===== src/rtl/seq_det_pkg.sv =====
// Shared constants and helpers for the serial run-length detector.
// Imported by the top level and by the run-length counter.
package seq_det_pkg;

  localparam logic MODE_LEVEL = 1'b0;
  localparam logic MODE_PULSE = 1'b1;

  localparam int DEF_RUN_LEN = 4;
  localparam int DEF_EVT_W   = 16;

  // Number of bits needed to encode values 0..value-1.
  function automatic int clog2(input int value);
    int result;
    int v;
    result = 0;
    v      = value - 1;
    while (v > 0) begin
      result = result + 1;
      v      = v >> 1;
    end
    return result;
  endfunction

endpackage


===== src/rtl/run_len_counter.sv =====
// Tracks the value and saturating length of the current run of equal bits,
// exposing the next-state values and a strobe when the run reaches RUN_LEN.
module run_len_counter
  import seq_det_pkg::*;
#(
  parameter int CNT_W   = 3,
  parameter int RUN_LEN = DEF_RUN_LEN
) (
  input  logic             clk_i,
  input  logic             rst_i,
  input  logic             clear_i,
  input  logic             in_valid_i,
  input  logic             in_i,
  output logic             run_bit_o,
  output logic [CNT_W-1:0] run_len_o,
  output logic             run_bit_next_o,
  output logic [CNT_W-1:0] run_len_next_o,
  output logic             reach_max_o
);

  localparam logic [CNT_W-1:0] LEN_MAX = CNT_W'(RUN_LEN);
  localparam logic [CNT_W-1:0] LEN_PRE = CNT_W'(RUN_LEN - 1);
  localparam logic [CNT_W-1:0] LEN_ONE = CNT_W'(1);

  logic             run_bit_q;
  logic             run_bit_d;
  logic [CNT_W-1:0] run_len_q;
  logic [CNT_W-1:0] run_len_d;
  logic             have_bit_q;
  logic             have_bit_d;
  logic             extend_s;

  always_comb begin
    run_bit_d  = run_bit_q;
    run_len_d  = run_len_q;
    have_bit_d = have_bit_q;
    extend_s   = 1'b0;
    if (clear_i) begin
      run_bit_d  = 1'b0;
      run_len_d  = '0;
      have_bit_d = 1'b0;
    end else if (in_valid_i) begin
      if (have_bit_q && (in_i == run_bit_q)) begin
        extend_s = 1'b1;
        if (run_len_q != LEN_MAX) begin
          run_len_d = run_len_q + LEN_ONE;
        end else begin
          run_len_d = LEN_MAX;
        end
      end else begin
        run_bit_d  = in_i;
        run_len_d  = LEN_ONE;
        have_bit_d = 1'b1;
      end
    end else begin
      run_bit_d  = run_bit_q;
      run_len_d  = run_len_q;
      have_bit_d = have_bit_q;
    end
  end

  always_ff @(posedge clk_i or posedge rst_i) begin
    if (rst_i) begin
      run_bit_q  <= 1'b0;
      run_len_q  <= '0;
      have_bit_q <= 1'b0;
    end else begin
      run_bit_q  <= run_bit_d;
      run_len_q  <= run_len_d;
      have_bit_q <= have_bit_d;
    end
  end

  // Only the RUN_LEN-1 -> RUN_LEN step counts; a saturated run stays quiet.
  assign reach_max_o    = extend_s && (run_len_q == LEN_PRE);
  assign run_bit_o      = run_bit_q;
  assign run_len_o      = run_len_q;
  assign run_bit_next_o = run_bit_d;
  assign run_len_next_o = run_len_d;

endmodule


===== src/rtl/seq_run_detector.sv =====
// Parametrised detector flagging RUN_LEN consecutive equal serial bits,
// with per-polarity enables, level/pulse output and a saturating event count.
module seq_run_detector
  import seq_det_pkg::*;
#(
  parameter  int RUN_LEN = DEF_RUN_LEN,
  parameter  int EVT_W   = DEF_EVT_W,
  localparam int CNT_W   = clog2(RUN_LEN + 1)
) (
  input  logic             clk,
  input  logic             reset,
  input  logic             clear,
  input  logic             in_valid,
  input  logic             in,
  input  logic             det_zero_en,
  input  logic             det_one_en,
  input  logic             pulse_mode,
  output logic             out,
  output logic             run_bit,
  output logic [CNT_W-1:0] run_len,
  output logic [EVT_W-1:0] evt_count
);

  localparam logic [CNT_W-1:0] LEN_MAX = CNT_W'(RUN_LEN);
  localparam logic [EVT_W-1:0] EVT_MAX = {EVT_W{1'b1}};
  localparam logic [EVT_W-1:0] EVT_ONE = EVT_W'(1);

  logic             run_bit_next_s;
  logic [CNT_W-1:0] run_len_next_s;
  logic             reach_max_s;
  logic             en_next_s;
  logic             event_s;
  logic             out_q;
  logic             out_d;
  logic [EVT_W-1:0] evt_q;
  logic [EVT_W-1:0] evt_d;

  function automatic logic bit_enabled(input logic b, input logic zero_en, input logic one_en);
    return b ? one_en : zero_en;
  endfunction

  run_len_counter #(
    .CNT_W   (CNT_W),
    .RUN_LEN (RUN_LEN)
  ) u_run_len_counter (
    .clk_i          (clk),
    .rst_i          (reset),
    .clear_i        (clear),
    .in_valid_i     (in_valid),
    .in_i           (in),
    .run_bit_o      (run_bit),
    .run_len_o      (run_len),
    .run_bit_next_o (run_bit_next_s),
    .run_len_next_o (run_len_next_s),
    .reach_max_o    (reach_max_s)
  );

  always_comb begin
    en_next_s = bit_enabled(run_bit_next_s, det_zero_en, det_one_en);
    event_s   = reach_max_s && en_next_s;
    out_d     = 1'b0;
    evt_d     = evt_q;
    if (clear) begin
      out_d = 1'b0;
      evt_d = '0;
    end else begin
      if (pulse_mode == MODE_PULSE) begin
        out_d = event_s;
      end else begin
        out_d = (run_len_next_s == LEN_MAX) && en_next_s;
      end
      if (event_s && (evt_q != EVT_MAX)) begin
        evt_d = evt_q + EVT_ONE;
      end else begin
        evt_d = evt_q;
      end
    end
  end

  always_ff @(posedge clk or posedge reset) begin
    if (reset) begin
      out_q <= 1'b0;
      evt_q <= '0;
    end else begin
      out_q <= out_d;
      evt_q <= evt_d;
    end
  end

  assign out       = out_q;
  assign evt_count = evt_q;

endmodule


===== config.mk =====
export PLATFORM = sky130hd
export DESIGN_NAME = seq_run_detector
export DESIGN_NICKNAME = d
export VERILOG_FILES = /design/src/rtl/seq_det_pkg.sv /design/src/rtl/run_len_counter.sv /design/src/rtl/seq_run_detector.sv
export SDC_FILE = /design/constraint.sdc
export NUM_CORES = 1
export LEC_CHECK = 0
export CAP_MARGIN = 40
export CELL_PAD_IN_SITES_DETAIL_PLACEMENT = 1
export CELL_PAD_IN_SITES_GLOBAL_PLACEMENT = 1
export CORE_UTILIZATION = 46
export DETAILED_ROUTE_END_ITERATION = 8
export DONT_BUFFER_PORTS = 1
export PLACE_DENSITY = 0.89
export SLEW_MARGIN = 20
export SYNTH_ARGS = -nofsm -noshare
export SYNTH_HDL_FRONTEND = slang
export SYNTH_SLANG_ARGS = --single-unit

===== constraint.sdc =====
create_clock -name clk -period 2.35 [get_ports clk]
set_input_delay 0.3525 -clock clk [delete_from_list [all_inputs] [get_ports clk]]
set_output_delay 0.3525 -clock clk [all_outputs]
set_load 0.005 [all_outputs]

==> impl_metrics.csv <==
group,metric,value,unit
die,dieArea,3110,sq um
cts,clock-sinks,22,
yosys,synth_ff_type,"dfrtp_1",
worst_setup_path,critPathLaunchType,"flop",
pwr,ir_worst_vdd,0.3124,mV
cts,post_cts_buffers,0,
detailed_routing,drt_first_pass_iters,4,
yosys,synth.net_count,157,
cts,root_buffer,"clkbuf_4",
worst_setup_path,r2r_start,"u_run_len_counter.run_bit_o",
yosys,yosysSeqAreaShare,41.39,%
timing,worst_pin_slew,0.4153,ns
final_layout,post-route-util,52.59,%
pwr,power_leakage,0.5758,nW
timing,relSlewSlack,71.60,%
placed_design,io_buffers,0,
timing,min_period,2.177,ns
die,row_count,19,
detailed_routing,drcViolationCount,0,
pwr,p_per_area,498.1,nW/um^2
global_route,gr-total-overflow,0,
hold_path,hold_path_class,"input port to flop",
worst_setup_path,startpoint,"u_run_len_counter.run_bit_o",
global_route,gr-usage-all-layers,23.18,%
detailed_routing,drt_iter0_markers,27,
final_layout,syn_to_final_growth,9.031,%
yosys,synth_cell_types,42,
cts,cts_buffers,3,
run_status,status,"completed",
yosys,synth.avg_cell_area,9.173,sq um
die,coreArea,2758,sq um
detailed_routing,vias,1181,
job,drv_cap,0,
timing,tns,0,ns
timing,setup_viol,0,
placed_design,pre_cts_ws,0.1455,ns
die,die_y,55.77,um
timing,drv_slew,0,
cts,cts_max_path_buffers,2,
placed_design,dp_hpwl,2438,um
timing,hold_violations,0,
worst_setup_path,cp_max_fo,19,
yosys,synthArstFlopShare,100.0,%
global_route,grt_max_degree,25,
timing,layout_setup_ws,0.1732,ns
worst_setup_path,endpoint,"evt_count[5]",
detailed_routing,totalWireLength,3343,um
placed_design,place.gp.congestion,0.9688,
detailed_routing,wl_met1,1391,um
die,start_util,48.23,%
timing,skew,0.003412,ns
detailed_routing,wire_per_inst,18.68,um
global_route,antenna_found_initial,0,
yosys,synth-edff-count,0,
worst_setup_path,rr_endpoint,"evt_count[5]",
worst_setup_path,critPathKind,"flop to flop",
detailed_routing,top_layer,"met4",
final_layout,drive_gt1_share,10.81,%
final_layout,layout_common_cells,"dfrtp_1 (22), nand2_1 (12), nor2_1 (12)",
worst_setup_path,critical_path_required,2.57,ns
yosys,yosysWarnings,0,
final_layout,layout_commonest_cell,"dfrtp_1",
cts,htree_levels,1,
worst_setup_path,reg2reg_setup_slack,0.17,ns
detailed_routing,met2WireLength,1719,um
detailed_routing,drt-vias-per-instance,6.598,
worst_setup_path,crit_path_end_kind,"flop",
worst_setup_path,reg2reg_depth,5,
cts,clk_pin_slew_worst_paths,0.12,ns
timing,finalCritPeriodShare,92.63,%
detailed_routing,antenna_left,0,
global_route,grt_pass1_vias,1297,
cts,tritoncts,"yes",
final_layout,n_antenna_cell,0,
worst_setup_path,arrival,2.39,ns
die,die_w,55.77,um
final_layout,nNetsFinal,161,
detailed_routing,wl_met3,162,um
yosys,synth_cells,145,
timing,max_freq,459.4,MHz
cts,worstSkewPairLatency,0.31,ns
yosys,syn_area,1330,sq um
die,ioPinCount,29,
timing,rsz0062_at_grt,"false",
yosys,ys_ff_latch,22,
global_route,grt_first_pass_wirelength,5727,um
final_layout,fillers,322,
[cell families (layout without fill, tap and decap cells)]
group | Yosys count | count (layout) | share of synthesized area, %
simple gates | 62 | 62 | 25.21
compound gates | 37 | 37 | 20.32
flops | 22 | 22 | 41.39
buf+inv | 16 | 19 | 6.209
fa+ha+maj | 4 | 4 | 3.763
mux | 3 | 3 | 2.446
xor+xnor | 1 | 1 | 0.6586
[routing by layer]
layer  track usage (%)  vias up
li1                  -      554
met4             10.71        0
met5                 0        -
met3             4.884        6
met1             26.95      596
met2             40.62       25
[cells in the mapped netlist (3+ instances only)]
library cell / count / area (sq um)
nand4_1: 6 / 37.54
o21ai_0: 5 / 25.02
buf_6: 3 / 33.78
nand3_1: 6 / 30.03
or3_1: 5 / 31.28
nor2_1: 12 / 45.04
inv_1: 10 / 37.54
o31ai_1: 6 / 45.04
dfrtp_1: 22 / 550.5
ha_1: 4 / 50.05
clkbuf_1: 3 / 11.26
or4_1: 6 / 45.04
nor3_1: 3 / 15.01
nand2_1: 12 / 45.04
a21oi_1: 10 / 50.05
[worst min-delay path by stage]
stage / startpoint / to / depth (start not counted)
3_3_place_gp: clear / evt_count[10] / 1
2_1_floorplan: reset / evt_count[0] / 1
6_report: clear / evt_count[7] / 1
3_5_place_dp: reset / u_run_len_counter.run_bit_o / 1
5_1_grt: clear / evt_count[10] / 1
4_1_cts: clear / evt_count[7] / 1
[state kept, by name, summed over array words and instances, names as in the netlist]
signal and count:
u_run_len_counter.run_len_o 3, out 1, evt_count 16, u_run_len_counter.run_bit_o 1, u_run_len_counter.have_bit_q 1
[timing repair]
item,in CTS,in global routing
resized for setup,0,2
hold endpoints to repair,6,0
hold buffers,1,0
setup endpoints to repair,0,3
[through the flow]
stage	instance area (sq um)	std cells	total power, mW	hold WS, ns
floorplan	1330	145	0.4277	0.3417
global placement	1346	173	0.4292	0.4190
detailed placement	1374	174	0.4377	0.2332
CTS	1436	179	0.7362	0.06297
global route	1450	179	0.7518	0.06505
finish	1450	179	0.7224	0.08724
[power by group]
group          total [mW]  leakage (nW)  switching (mW)  internal [mW]
sequential          0.387         0.304         0.00469          0.382
combinational      0.0452         0.244          0.0267         0.0185
clock               0.290        0.0279           0.118          0.173
total               0.722         0.576           0.149          0.573
[final cells by class]
class                      count  area [sq um]  area share, %
inverter                      10         37.54          2.588
multi-input combinational    107         710.7          49.01
clock inverter                 1         30.03          2.071
clock buffer                   3         22.52          1.553
tap                           31         38.79          2.675
sequential                    22         550.5          37.96
timing repair buffer           5         60.06          4.142
[critical path, cell delays in order, from the launching register on]
cell	delay, ns
dfrtp_1	0.42
mux2i_1	0.17
or3b_4	0.44
a21o_2	0.33
nor4_1	0.35
mux2_2	0.37
Power figures use the tool's default switching activity.
